$ cat src/rtl/pix_pkg.sv
// Shared pixel definitions: colour/coordinate widths, blend modes and the
// 36-bit packed frame-buffer word used by the writer and the sync_controller buffers.
package pix_pkg;

  localparam int R_W     = 5;
  localparam int G_W     = 6;
  localparam int B_W     = 5;
  localparam int COORD_W = 10;
  localparam int PIX_W   = 2 * COORD_W + R_W + G_W + B_W;

  localparam int B_LSB = 0;
  localparam int G_LSB = B_LSB + B_W;
  localparam int R_LSB = G_LSB + G_W;
  localparam int Y_LSB = R_LSB + R_W;
  localparam int X_LSB = Y_LSB + COORD_W;

  localparam logic [1:0] MODE_DVI   = 2'd0;
  localparam logic [1:0] MODE_CCD   = 2'd1;
  localparam logic [1:0] MODE_BLEND = 2'd2;
  localparam logic [1:0] MODE_DIFF  = 2'd3;

  // Same bit layout as pack_pix, for code that prefers named fields.
  typedef struct packed {
    logic [COORD_W-1:0] x;
    logic [COORD_W-1:0] y;
    logic [R_W-1:0]     r;
    logic [G_W-1:0]     g;
    logic [B_W-1:0]     b;
  } pix_word_t;

  function automatic logic [4:0] clamp_alpha(input logic [4:0] alpha);
    return (alpha > 5'd16) ? 5'd16 : alpha;
  endfunction

  function automatic logic [PIX_W-1:0] pack_pix(
    input logic [COORD_W-1:0] x,
    input logic [COORD_W-1:0] y,
    input logic [R_W-1:0]     r,
    input logic [G_W-1:0]     g,
    input logic [B_W-1:0]     b
  );
    logic [PIX_W-1:0] w;
    w = '0;
    w[X_LSB +: COORD_W] = x;
    w[Y_LSB +: COORD_W] = y;
    w[R_LSB +: R_W]     = r;
    w[G_LSB +: G_W]     = g;
    w[B_LSB +: B_W]     = b;
    return w;
  endfunction

endpackage

$ cat src/rtl/pixel_blend_writer_if.sv
// Pixel stream from the sync/homography controller plus the frame-buffer
// write-FIFO port of pixel_blend_writer.
interface pixel_blend_writer_if;
  import pix_pkg::*;

  // val is a one-cycle strobe with no ready: the source never stalls, so the
  // sink must take every pixel. wrreq qualifies wrdata and a word transfers on
  // every rising clock edge where wrreq=1; wrreq is never raised while wrfull=1.
  logic               val;
  logic [COORD_W-1:0] sync_x;
  logic [COORD_W-1:0] sync_y;
  logic [R_W-1:0]     dvi_r;
  logic [G_W-1:0]     dvi_g;
  logic [B_W-1:0]     dvi_b;
  logic [R_W-1:0]     ccd_r;
  logic [G_W-1:0]     ccd_g;
  logic [B_W-1:0]     ccd_b;

  logic               wrclk;
  logic               wrreq;
  logic [PIX_W-1:0]   wrdata;
  logic               wrfull;

  modport master (
    output val, sync_x, sync_y, dvi_r, dvi_g, dvi_b, ccd_r, ccd_g, ccd_b, wrfull,
    input  wrclk, wrreq, wrdata
  );

  modport slave (
    input  val, sync_x, sync_y, dvi_r, dvi_g, dvi_b, ccd_r, ccd_g, ccd_b, wrfull,
    output wrclk, wrreq, wrdata
  );

endinterface

$ cat src/rtl/pix_skid_fifo.sv
// Register-based FIFO that absorbs write-FIFO full periods; a push into a full
// FIFO is accepted only when a pop happens on the same edge.
module pix_skid_fifo #(
  parameter int WIDTH = 36,
  parameter int DEPTH = 4
) (
  input  logic                     clk,
  input  logic                     rst,
  input  logic                     push,
  input  logic [WIDTH-1:0]         push_data,
  input  logic                     pop,
  output logic [WIDTH-1:0]         head,
  output logic                     full,
  output logic                     empty,
  output logic [$clog2(DEPTH):0]   count
);

  localparam int AW = $clog2(DEPTH);
  localparam logic [AW:0] FULL_CNT = (AW + 1)'(DEPTH);

  logic [WIDTH-1:0] mem [DEPTH];
  logic [AW-1:0]    wr_ptr;
  logic [AW-1:0]    rd_ptr;
  logic             do_push;
  logic             do_pop;

  assign full    = (count == FULL_CNT);
  assign empty   = (count == '0);
  assign head    = mem[rd_ptr];
  assign do_pop  = pop & ~empty;
  assign do_push = push & (~full | do_pop);

  always_ff @(posedge clk or posedge rst) begin
    if (rst) begin
      wr_ptr <= '0;
      rd_ptr <= '0;
      count  <= '0;
      for (int i = 0; i < DEPTH; i++) mem[i] <= '0;
    end else begin
      if (do_push) begin
        mem[wr_ptr] <= push_data;
        wr_ptr      <= wr_ptr + AW'(1);
      end
      if (do_pop) rd_ptr <= rd_ptr + AW'(1);
      case ({do_push, do_pop})
        2'b10:   count <= count + (AW + 1)'(1);
        2'b01:   count <= count - (AW + 1)'(1);
        default: count <= count;
      endcase
    end
  end

endmodule

$ cat src/rtl/pixel_blend_writer.sv
// Blends DVI and warped CCD colour per pixel, packs it with its coordinates and
// writes it to the frame-buffer FIFO through a skid buffer; tracks frames and drops.
module pixel_blend_writer
  import pix_pkg::*;
#(
  parameter int H_ACTIVE   = 640,
  parameter int V_ACTIVE   = 480,
  parameter int SKID_DEPTH = 4
) (
  input  logic                  clk_25,
  input  logic                  rst,
  pixel_blend_writer_if.slave   bus,
  input  logic [1:0]            mode,
  input  logic [4:0]            alpha,
  input  logic                  stats_clr,
  output logic                  frame_done,
  output logic [15:0]           frame_cnt,
  output logic [15:0]           drop_cnt,
  output logic                  overflow
);

  localparam int CNT_W = $clog2(SKID_DEPTH) + 1;
  localparam logic [CNT_W-1:0]   FULL_CNT = CNT_W'(SKID_DEPTH);
  localparam logic [COORD_W-1:0] LAST_X   = COORD_W'(H_ACTIVE - 1);
  localparam logic [COORD_W-1:0] LAST_Y   = COORD_W'(V_ACTIVE - 1);

  logic [4:0]       a_eff;
  logic [4:0]       inv_a;
  logic [8:0]       sum_r;
  logic [9:0]       sum_g;
  logic [8:0]       sum_b;
  logic [R_W-1:0]   res_r;
  logic [G_W-1:0]   res_g;
  logic [B_W-1:0]   res_b;
  logic [PIX_W-1:0] blend_word;

  logic             s1_valid;
  logic [PIX_W-1:0] s1_word;

  logic [PIX_W-1:0] fifo_head;
  logic             fifo_full;
  logic             fifo_empty;
  logic [CNT_W-1:0] fifo_count;
  logic             pop;
  logic             drop;
  logic             last_pop;

  // Weights always sum to 16, so the sums cannot exceed 16*max and fit 9/10 bits.
  always_comb begin
    a_eff = clamp_alpha(alpha);
    inv_a = 5'd16 - a_eff;
    sum_r = 9'(bus.ccd_r) * 9'(a_eff) + 9'(bus.dvi_r) * 9'(inv_a);
    sum_g = 10'(bus.ccd_g) * 10'(a_eff) + 10'(bus.dvi_g) * 10'(inv_a);
    sum_b = 9'(bus.ccd_b) * 9'(a_eff) + 9'(bus.dvi_b) * 9'(inv_a);
    res_r = bus.dvi_r;
    res_g = bus.dvi_g;
    res_b = bus.dvi_b;
    case (mode)
      MODE_DVI: ;
      MODE_CCD: begin
        res_r = bus.ccd_r;
        res_g = bus.ccd_g;
        res_b = bus.ccd_b;
      end
      MODE_BLEND: begin
        // All-zero CCD marks a warp outside the source image; keep DVI there.
        if ({bus.ccd_r, bus.ccd_g, bus.ccd_b} != '0) begin
          res_r = R_W'(sum_r >> 4);
          res_g = G_W'(sum_g >> 4);
          res_b = B_W'(sum_b >> 4);
        end
      end
      default: begin
        res_r = (bus.dvi_r > bus.ccd_r) ? bus.dvi_r - bus.ccd_r : bus.ccd_r - bus.dvi_r;
        res_g = (bus.dvi_g > bus.ccd_g) ? bus.dvi_g - bus.ccd_g : bus.ccd_g - bus.dvi_g;
        res_b = (bus.dvi_b > bus.ccd_b) ? bus.dvi_b - bus.ccd_b : bus.ccd_b - bus.dvi_b;
      end
    endcase
    blend_word = pack_pix(bus.sync_x, bus.sync_y, res_r, res_g, res_b);
  end

  always_ff @(posedge clk_25 or posedge rst) begin
    if (rst) begin
      s1_valid <= 1'b0;
      s1_word  <= '0;
    end else begin
      s1_valid <= bus.val;
      if (bus.val) s1_word <= blend_word;
    end
  end

  pix_skid_fifo #(
    .WIDTH (PIX_W),
    .DEPTH (SKID_DEPTH)
  ) u_skid (
    .clk       (clk_25),
    .rst       (rst),
    .push      (s1_valid),
    .push_data (s1_word),
    .pop       (pop),
    .head      (fifo_head),
    .full      (fifo_full),
    .empty     (fifo_empty),
    .count     (fifo_count)
  );

  assign pop        = ~fifo_empty & ~bus.wrfull;
  assign bus.wrreq  = pop;
  assign bus.wrdata = fifo_head;
  assign bus.wrclk  = clk_25;

  assign drop     = s1_valid & fifo_full & ~pop;
  assign last_pop = pop & (fifo_head[X_LSB +: COORD_W] == LAST_X)
                        & (fifo_head[Y_LSB +: COORD_W] == LAST_Y);

  always_ff @(posedge clk_25 or posedge rst) begin
    if (rst) begin
      frame_done <= 1'b0;
      frame_cnt  <= '0;
      drop_cnt   <= '0;
      overflow   <= 1'b0;
    end else begin
      frame_done <= last_pop;
      if (last_pop) frame_cnt <= frame_cnt + 16'd1;
      if (stats_clr) begin
        drop_cnt <= '0;
        overflow <= 1'b0;
      end else if (drop) begin
        if (drop_cnt != 16'hFFFF) drop_cnt <= drop_cnt + 16'd1;
        overflow <= 1'b1;
      end
    end
  end

  assert property (@(posedge clk_25) disable iff (rst) fifo_full == (fifo_count == FULL_CNT));

endmodule

$ cat src/flat_wrapper.sv
// flat-port wrapper written by rule: the top's interface ports become plain ports
module pixel_blend_writer_flat import pix_pkg::*;
#(
  parameter int H_ACTIVE   = 640,
  parameter int V_ACTIVE   = 480,
  parameter int SKID_DEPTH = 4
)
  (clk_25, rst, mode, alpha, stats_clr, frame_done, frame_cnt, drop_cnt, overflow, bus_val, bus_sync_x, bus_sync_y, bus_dvi_r, bus_dvi_g, bus_dvi_b, bus_ccd_r, bus_ccd_g, bus_ccd_b, bus_wrfull, bus_wrclk, bus_wrreq, bus_wrdata);
  pixel_blend_writer_if bus_i ();
  input  logic clk_25;
  input  logic rst;
  input  logic [1:0] mode;
  input  logic [4:0] alpha;
  input  logic stats_clr;
  output logic frame_done;
  output logic [15:0] frame_cnt;
  output logic [15:0] drop_cnt;
  output logic overflow;
  input wire logic [$bits(bus_i.val)-1:0] bus_val;
  input wire logic [$bits(bus_i.sync_x)-1:0] bus_sync_x;
  input wire logic [$bits(bus_i.sync_y)-1:0] bus_sync_y;
  input wire logic [$bits(bus_i.dvi_r)-1:0] bus_dvi_r;
  input wire logic [$bits(bus_i.dvi_g)-1:0] bus_dvi_g;
  input wire logic [$bits(bus_i.dvi_b)-1:0] bus_dvi_b;
  input wire logic [$bits(bus_i.ccd_r)-1:0] bus_ccd_r;
  input wire logic [$bits(bus_i.ccd_g)-1:0] bus_ccd_g;
  input wire logic [$bits(bus_i.ccd_b)-1:0] bus_ccd_b;
  input wire logic [$bits(bus_i.wrfull)-1:0] bus_wrfull;
  output wire logic [$bits(bus_i.wrclk)-1:0] bus_wrclk;
  output wire logic [$bits(bus_i.wrreq)-1:0] bus_wrreq;
  output wire logic [$bits(bus_i.wrdata)-1:0] bus_wrdata;
  assign bus_i.val = bus_val;
  assign bus_i.sync_x = bus_sync_x;
  assign bus_i.sync_y = bus_sync_y;
  assign bus_i.dvi_r = bus_dvi_r;
  assign bus_i.dvi_g = bus_dvi_g;
  assign bus_i.dvi_b = bus_dvi_b;
  assign bus_i.ccd_r = bus_ccd_r;
  assign bus_i.ccd_g = bus_ccd_g;
  assign bus_i.ccd_b = bus_ccd_b;
  assign bus_i.wrfull = bus_wrfull;
  assign bus_wrclk = bus_i.wrclk;
  assign bus_wrreq = bus_i.wrreq;
  assign bus_wrdata = bus_i.wrdata;
  pixel_blend_writer #(.H_ACTIVE(H_ACTIVE), .V_ACTIVE(V_ACTIVE), .SKID_DEPTH(SKID_DEPTH)) u_core (.clk_25(clk_25), .rst(rst), .bus(bus_i), .mode(mode), .alpha(alpha), .stats_clr(stats_clr), .frame_done(frame_done), .frame_cnt(frame_cnt), .drop_cnt(drop_cnt), .overflow(overflow));
endmodule
$ cat config.mk
export PLATFORM = sky130hd
export DESIGN_NAME = pixel_blend_writer_flat
export DESIGN_NICKNAME = d
export VERILOG_FILES = /design/src/rtl/pix_pkg.sv /design/src/rtl/pixel_blend_writer_if.sv /design/src/rtl/pix_skid_fifo.sv /design/src/rtl/pixel_blend_writer.sv /design/src/flat_wrapper.sv
export SDC_FILE = /design/constraint.sdc
export NUM_CORES = 1
export LEC_CHECK = 0
export CAP_MARGIN = 10
export CORE_AREA = 5 5 212 152
export CTS_CLUSTER_DIAMETER = 150
export DETAILED_ROUTE_END_ITERATION = 8
export DIE_AREA = 0 0 217 157
export PLACE_DENSITY = 0.81
export SLEW_MARGIN = 5
export SYNTH_ARGS = -nofsm -noshare
export SYNTH_HDL_FRONTEND = slang
export SYNTH_SLANG_ARGS = --single-unit
$ cat constraint.sdc
create_clock -name clk_25 -period 6.55 [get_ports clk_25]
set_clock_uncertainty 0.1 [all_clocks]
set_input_delay 0.655 -clock clk_25 [delete_from_list [all_inputs] [get_ports clk_25]]
set_output_delay 0.655 -clock clk_25 [all_outputs]
set_load 0.02 [all_outputs]
; After elaboration in Yosys (flattened, before gate mapping)
; Index checks and enable logic that the tools add are counted.
[totals]
latchBits = 0
reg_bits = 222
rom_bits = 0
mem_count = 0
in_bits = 64
out_inout_bits = 72
ram_bits = 0
wordCells = 94
[classes]
mux = 22
shift = 0
addsub = 16
multipliers = 6
bitwise_logic = 14
magnitude_cmp = 7
n_reduce_logical = 8
n_eq_ne = 8
n_div = 0
[op_table]
columns = cell, count
row1 = $bwmux 144, 1
row2 = $mux 36, 3
row3 = $bmux 36 s2, 1
row4 = $demux 36 s2, 1
row5 = $mux 16, 3
row6 = $mul 5x5->9, 4
row7 = $add 16x1->16 const B, 2
row8 = $pmux 5 s3, 2
row9 = $mux 5, 5
row10 = $mul 6x5->10, 2
row11 = $sub 5x5->5, 4
row12 = $add 9x9->9, 2
row13 = $pmux 6 s3, 1
row14 = $ne 16x16->1 const B, 1
row15 = $reduce_bool 16->1, 1
row16 = $mux 6, 2
row17 = $sub 6x6->6, 2
row18 = $add 10x10->10, 1
row19 = $eq 10x10->1 const B, 1
row20 = $eq 10x9->1 const B, 1
row21 = $gt 5x5->1, 2
row22 = $and 1x1->1, 7
row23 = $ge 3x3->1 const B, 2
row24 = $gt 6x6->1, 1
row25 = 19 further kinds, 29

; Longest topological paths before layout
; Gate-level depths: netlist of the first run.
[depth]
word_depth = 8
mapped_depth = 23
depth_no_buf = 22

; Modules after synthesis
; From an unflattened synthesis of the first run, not the netlist that was laid out.
[unflattened]
cells_unflattened = 1435
hier_area_um2 = 16069.2
[by_module_without_submodules]
columns = mod, cells_each, seq_area_each_um2, area_each_um2, instances
row1 = pixel_blend_writer, 1049, 1776.7, 9411.5, 1
row2 = pix_skid_fifo, 386, 3778.6, 6657.6, 1

==> summary.txt, run 1 <==
Global routing
  • Vias in the first global route: between 10000 and 15000
  • Remaining global-route overflow: 0
  • Global-route wire length before repair: 65600 µm
  • Antenna violations before repair: 0
  • Largest net degree at the start of global routing: 79
  • GRT Overall Usage: between 20% and 30%

Floorplanning
  • Number of primary I/O pins: between 100 and 150
  • Y dimension of the die: 157 µm
  • Area of the die: roughly 0.034 mm²
  • Number of rows in the core area: 53
  • Horizontal die dimension: roughly 220 µm
  • Effective utilization at floorplan: a little over half
  • Core footprint: 0.0298 mm²

Drt
  • Routed via count divided by cell count: approximately 5.7
  • Initial detailed-routing violation count: between 800 and 900
  • First-pass iteration count of the detailed router: 5
  • Antenna violation net count after detailed routing: 0
  • Routed length per placed instance: between 15 and 20 µm
  • Via count: ~11000
  • DRC violations left: 0
  • Total wirelength of the detailed-routed design: roughly 40000 µm

Timing
  • Total of endpoints with negative setup slack in the final report: 0
  • Worst max-slew margin expressed relative to the limit: 28.1%
  • Final cycle utilization of the critical path: between 90% and 100%
  • Setup repair after global routing missed its margin: no
  • Count of endpoints failing hold in the final timing report: 0
  • Worst Tran Pin Value: about 1100 ps
  • Peak Freq: 0.161 GHz
  • Pins over their slew limit: 0
  • Tmin final: around 6200 ps
  • Final worst-path setup slack: between 300 and 400 ps
  • Setup total negative slack: 0 ps

Synthesis
  • Number of enable flip-flop cells after synthesis: 0
  • Most numerous cell types in the synthesized netlist: 222 x dfrtp_1, 168 x mux2_2, 164 x inv_1
  • Ys async rst share: between 90% and 100%
  • Leading cell type by number of instances after synthesis: dfrtp_1
  • Cell area after synthesis: 0.0159 mm²
  • Post-synthesis average cell area: about 11 µm²
  • Top-area cell type share of the netlist area: 34.9%
  • Ys Warns: 0
  • Leading post-synthesis cells by cell area: dfrtp_1 35%, fa_1 12%, mux2_2 12%
  • Primary flip-flop cell chosen by synthesis mapping: dfrtp_1
  • Gate count after technology mapping: about 1400
  • Sequential area share after synthesis: 34.9%
  • Synth Net Count: 1709
  • Synthesized flop and latch total: 222
  • Cell taking the most area after synthesis: dfrtp_1
  • Distinct cells, synth: between 60 and 70

Clock network
  • Number of buffers added to fix hold violations after cts: 0
  • TritonCTS clock tree: yes
  • Clock Latency Late Sink: around 600 ps
  • Clock-pin slew of the registers on the worst-case setup and hold paths: around 70 ps
  • Post-CTS sizing: 0
  • Post-CTS Repair Setup Buffers: 0

Critical path
  • Worst Reg-to-Reg Cells: 7
  • CP dominant cell by count: fa_1
  • Arrival time of data at the critical path endpoint: about 6600 ps
  • Critical Setup Path Class: in -> reg
  • Critical Path, Cell by Cell: clkdlybuf4s50_1, nor2b_1, inv_1, ha_1, or4b_2, o21ai_1, buf_4, nand2_1, fa_1, fa_1, inv_1, fa_1, fa_1, inv_1, fa_1, inv_1, ha_1, a21o_1, a31oi_1, o21ai_0, a21oi_1, xnor2_1, a21oi_1, a311oi_1
  • Beginning of the worst register-to-register path: u_core.u_skid.rd_ptr[0]
  • Worst path buffer plus inverter count: 6
  • Slowest library cell on the worst path: or4b_2
  • FF-to-FF setup slack: a little over 3000 ps
  • Capture instance of the worst register-to-register path: u_core.frame_cnt[11]
  • Last element of the critical path: u_core.s1_word[9]
  • Critical-path maximum fanout: 4
  • Start point of the critical path: alpha[4]
  • Cell class contributing the biggest share of worst-path delay: adder cells
  • Category of the worst setup path launch point: input port
  • Maximum single-stage delay on the critical path: 610 ps
  • Capturing element type of the critical path: register
  • Required time worst endpoint: 6950 ps
  • Logic depth of the worst setup path including buffers: 24

Power and ir drop
  • Peak ir drop on the vdd network: 216 µV
  • Pwr Density: between 300 and 400 mW/mm²
  • Leakage power: 8.64 nW

Run
  • # Max-Cap Violations: 0

Layout
  • Multi-input combinational cell area: 0.00952 mm²
  • Number of antenna diodes: 0
  • Area occupied by registers: 0.00556 mm²
  • Area added between synthesis and finish: 17.2%
  • Ratio of cells with drive above 1 in the final layout: 19.5%
  • Count of filler cells inserted in the layout: about 2200
  • Net count of the finished layout: between 1500 and 2000

Placed design
  • IO Port Bufs: between 100 and 150
  • Final HPWL DP: just under 30000 µm
  • Final estimated routing congestion in global placement: slightly below 1
  • Setup slack after placement: -248 ps

Hold path
  • Path category of the worst min-delay check: reg -> reg

Outcome
  • Result of the run: complete, no violations
[kinds of logic after synthesis]
logic type / Yosys count / share of synthesized area, %
AO/OA/AOI/OAI: 132 / 5.50
XOR/XNOR: 82 / 4.51
adder cells (fa/ha/maj): 212 / 21.2
buffers and inverters: 222 / 5.44
flip-flops: 222 / 34.9
multiplexers: 223 / 18.2
AND/OR/NAND/NOR: 340 / 10.3
[where the power goes]
part,internal (W),switching [W]
combinational,0.00187,0.00178
sequential,0.00190,0.000329
clock,0.000827,0.000548
[area by class of cell]
class / count / area share, %
Inverter: 165 / 3.34
Multi-Input combinational cell: 989 / 51.0
Tap cell: 385 / 2.58
Clock inverter: 9 / 0.590
Timing Repair Buffer: 180 / 9.01
Sequential cell: 222 / 29.8
Clock buffer: 32 / 3.73
[cells in the final DEF (no fill, tap or decap), types with 9 or more instances in the layout]
master / Yosys / routed
a21oi_1: 34 / 34
nand4_1: 14 / 14
clkdlybuf4s50_1: 0 / 134
mux2_2: 168 / 168
ha_1: 116 / 116
dfrtp_1: 222 / 221
mux2i_1: 19 / 19
a31oi_1: 9 / 9
and3_1: 11 / 11
and2_1: 51 / 51
buf_4: 2 / 46
fa_1: 96 / 96
inv_1: 164 / 163
clkbuf_16: 0 / 24
nand2_1: 98 / 94
nor2_1: 113 / 113
nor3_1: 12 / 12
o21ai_0: 19 / 19
a21o_1: 13 / 13
xnor2_1: 50 / 50
mux4_2: 36 / 36
xor2_1: 32 / 32
nand3_1: 13 / 13
[sequential cells by signal (all words and copies together) (netlist names)]
signal and count:
u_core.s1_valid 1, u_core.u_skid.wr_ptr 2, u_core.u_skid.mem 144, u_core.drop_cnt 16, u_core.u_skid.count 3, u_core.s1_word 36
u_core.frame_done 1, u_core.overflow 1, u_core.frame_cnt 16, u_core.u_skid.rd_ptr 2
[through the flow]
step                std cells  utilization, %  hold slack, ps  total power (W)  area [µm²]
floorplan                1433               -             374          0.00465       15900
global placement         1942            60.0             361          0.00575       17900
detailed placement       1942            60.0             371          0.00590       17900
CTS                      1982            62.7             386          0.00730       18700
global route             1982            62.7             405          0.00772       18700
finish                   1982            62.7             389          0.00725       18700
[worst min path at each step]
| stage | cells after the start | slack (ps) | end | start |
|---|---|---|---|---|
| floorplan | 1 | 370 | u_core.u_skid.mem[36] | u_core.u_skid.mem[36] |
| global placement | 1 | 360 | u_core.frame_cnt[15] | u_core.frame_cnt[15] |
| detailed placement | 1 | 370 | u_core.frame_cnt[15] | u_core.frame_cnt[15] |
| CTS | 1 | 390 | u_core.frame_cnt[15] | u_core.frame_cnt[15] |
| global route | 1 | 410 | u_core.frame_cnt[15] | u_core.frame_cnt[15] |
| finish | 1 | 390 | u_core.frame_cnt[15] | u_core.frame_cnt[15] |
[routing by layer]
metal / vias to the layer above / track usage, % / part of all wire [%]
li1: 5128 / - / -
met1: 5799 / 34.3 / 44
met2: 381 / 38.3 / 47
met3: 65 / 4.85 / 7.2
met4: 0 / 4.06 / 1.5
met5: - / 0 / 0
Power figures use the tool's default switching activity.
==> run 2: changes to the inputs <==
- CORE_AREA: 5 5 212 152 -> 5 5 210 151
- CTS_BUF_LIST: not set -> sky130_fd_sc_hd__clkbuf_8
- DIE_AREA: 0 0 217 157 -> 0 0 215 156
- HOLD_SLACK_MARGIN: not set -> 0.08
- PLACE_DENSITY: 0.81 -> 0.83
==> summary.txt, run 2 (synthesis gave the netlist of run 1 again) <==
Outcome
  • Result of the run: complete, no violations

Floorplanning
  • Core footprint: 0.0295 mm² (-0.89%)
  • Number of primary I/O pins: 136 (unchanged)
  • Area of the die: 0.0335 mm² (-1.6%)
  • Y dimension of the die: 156 µm (-0.64%)
  • Effective utilization at floorplan: 54.0% (+0.48 points)
  • Horizontal die dimension: 215 µm (-0.92%)
  • Number of rows in the core area: 53 (unchanged)

Layout
  • Max reg flops: 144 (unchanged)
  • Leading cell type in the layout, fill and taps excluded: dfrtp_1
  • Ratio of cells with drive above 1 in the final layout: 19.7% (+0.22 points)
  • Commonest non-fill, non-tap cells in the layout: 221 x dfrtp_1, 171 x inv_1, 168 x mux2_2
  • Post-layout utilization of the core: 62.8% (+0.14 points)
  • Area added between synthesis and finish: 16.4%
  • Largest regs: u_core.u_skid.mem (144), u_core.s1_word (36)
  • Fin area: 0.0185 mm² (-0.68%)
  • Count of filler cells inserted in the layout: 2266 (+1.9%)
  • Largest register by flop count: u_core.u_skid.mem
  • Net count of the finished layout: 1870 (+0.59%)

Clock network
  • TritonCTS clock tree: yes
  • Post-CTS Repair Setup Buffers: 0 (unchanged)
  • Clock-pin slew of the registers on the worst-case setup and hold paths: 70 ps (about the same)
  • Clock Latency Late Sink: 680 ps (+70 ps)
  • Number of buffers added to fix hold violations after cts: 0 (unchanged)
  • Post-CTS sizing: 0 (unchanged)

Timing
  • Worst Tran Pin Value: 1100 ps (+23.1 ps)
  • Setup repair after global routing missed its margin: no
  • Pins over their slew limit: 0 (unchanged)
  • Count of endpoints failing hold in the final timing report: 0 (unchanged)
  • Worst max-slew margin expressed relative to the limit: 26.9% (-1.3 points)
  • Tmin final: 6140 ps (-64.2 ps)
  • Total of endpoints with negative setup slack in the final report: 0 (unchanged)
  • Final cycle utilization of the critical path: 93.8% (-0.98 points)
  • Peak Freq: 0.163 GHz (+1.0%)

Global routing
  • Antenna violations before repair: 1 (+1)
  • Global-route wire length before repair: 64200 µm (-2.1%)
  • GRT Overall Usage: 23.7% (-0.080 points)
  • Remaining global-route overflow: 0 (unchanged)
  • Vias in the first global route: 11980 (-1.8%)
  • Largest net degree at the start of global routing: 200 (+150%)

Critical path
  • Arrival time of data at the critical path endpoint: 6650 ps (+40 ps)
  • Capture instance of the worst register-to-register path: u_core.frame_cnt[15]
  • Capturing element type of the critical path: register
  • Beginning of the worst register-to-register path: u_core.u_skid.rd_ptr[0]
  • Category of the worst setup path launch point: input port
  • Required time worst endpoint: 7060 ps (+110 ps)
  • Critical Setup Path Class: in -> reg
  • Critical-path maximum fanout: 4 (unchanged)
  • Worst Reg-to-Reg Cells: 7 (unchanged)
  • FF-to-FF setup slack: 2940 ps (-170 ps)

Hold path
  • Path category of the worst min-delay check: in -> async

Drt
  • Routed via count divided by cell count: 5.67 (-1.3%)
  • Detailed route wirelength on metal3: 2960 µm (+3.6%)
  • DRC violations left: 0 (unchanged)
  • Total wirelength of the detailed-routed design: 38900 µm (-1.7%)
  • Routed metal-1 wire length: 17600 µm (+0.51%)
  • Via count: 11337 (-0.32%)
  • First-pass iteration count of the detailed router: 8 (+3)
  • Top routing layer in use: met4
  • Routed length per placed instance: 19.4 µm (-2.6%)
  • Antenna violation net count after detailed routing: 0 (unchanged)
  • Met2 layer wire length in the routed design: 17500 µm (-5.7%)
  • Initial detailed-routing violation count: 895 (+1.7%)

Power and ir drop
  • Leakage power: 8.63 nW (about the same)
  • Peak ir drop on the vdd network: 237 µV (+10%)
  • Pwr Density: 375 mW/mm² (-3.4%)

Placed design
  • Post-Place Cell Area: 0.0179 mm² (about the same)
  • IO Port Bufs: 135 (unchanged)
  • Final estimated routing congestion in global placement: 0.980 (+1.5%)
  • Final HPWL DP: 28900 µm (-1.8%)

Run
  • # Max-Cap Violations: 0 (unchanged)
run 2: cell count changes in the layout (fill, tap and decap cells not counted):
cell | before | now
buf_12 | 0 | 1
bufinv_16 | 2 | 0
clkbuf_1 | 1 | 0
clkbuf_16 | 24 | 0
clkbuf_8 | 6 | 43
clkinv_2 | 2 | 4
clkinv_4 | 1 | 0
clkinvlp_4 | 4 | 2
diode_2 | 0 | 1
inv_1 | 163 | 171
nand2_1 | 94 | 98
nand2_2 | 4 | 0
run 2: area by class of cell:
type                       count  area (µm²)  share of cell area [%]
timing repair buffer         181        1700                    9.18
multi-input combinational    989        9510                    51.3
clock inverter                14        66.3                   0.358
sequential                   222        5560                    30.0
antenna                        1        2.50                  0.0135
inverter                     165         623                    3.36
tap                          385         482                    2.60
clock buffer                  44         602                    3.25
run 2: report_power, final:
group / switching (W) / leakage [nW] / internal, W
logic: 0.00171 / 5.57 / 0.00186
clock network: 0.000537 / 0.376 / 0.000596
registers: 0.000355 / 2.68 / 0.00190
run 2: critical path: stages:
cell,delay (ps)
clkdlybuf4s50_1,520
nor2b_1,70
inv_1,70
ha_1,160
or4b_2,610
o21ai_1,150
buf_4,190
nand2_1,90
fa_1,520
fa_1,560
inv_1,60
fa_1,440
fa_1,510
inv_1,60
fa_1,530
inv_1,40
ha_1,200
a21o_1,200
a31oi_1,150
o21ai_0,150
buf_4,160
xnor2_1,120
a221oi_1,320
a21o_1,120
run 2: how the worst max path moves through the flow:
stage	start	end	slack [ps]
after floorplan	alpha[4]	u_core.s1_word[4]	40
after global placement	alpha[4]	u_core.s1_word[15]	-70
after detailed placement	alpha[4]	u_core.s1_word[8]	-230
after CTS	alpha[4]	u_core.s1_word[8]	480
after global routing	alpha[4]	u_core.s1_word[15]	110
final	alpha[4]	u_core.s1_word[8]	410
run 2: per-layer routing:
metal	global-route usage (%)	vias up
li1	-	5174
met1	34.3	5730
met2	36.5	366
met3	5.80	67
met4	5.54	0
met5	0	-
run 2: stage by stage:
step	hold slack, ps	power, W	cells	setup slack [ps]	TNS, ps
2_1_floorplan	374	0.00465	1433	44.5	0
3_3_place_gp	371	0.00574	1943	-66.5	-224
3_5_place_dp	381	0.00588	1943	-232	-1540
4_1_cts	235	0.00703	2000	478	0
5_1_grt	268	0.00745	2001	114	0
6_report	271	0.00696	2001	406	0
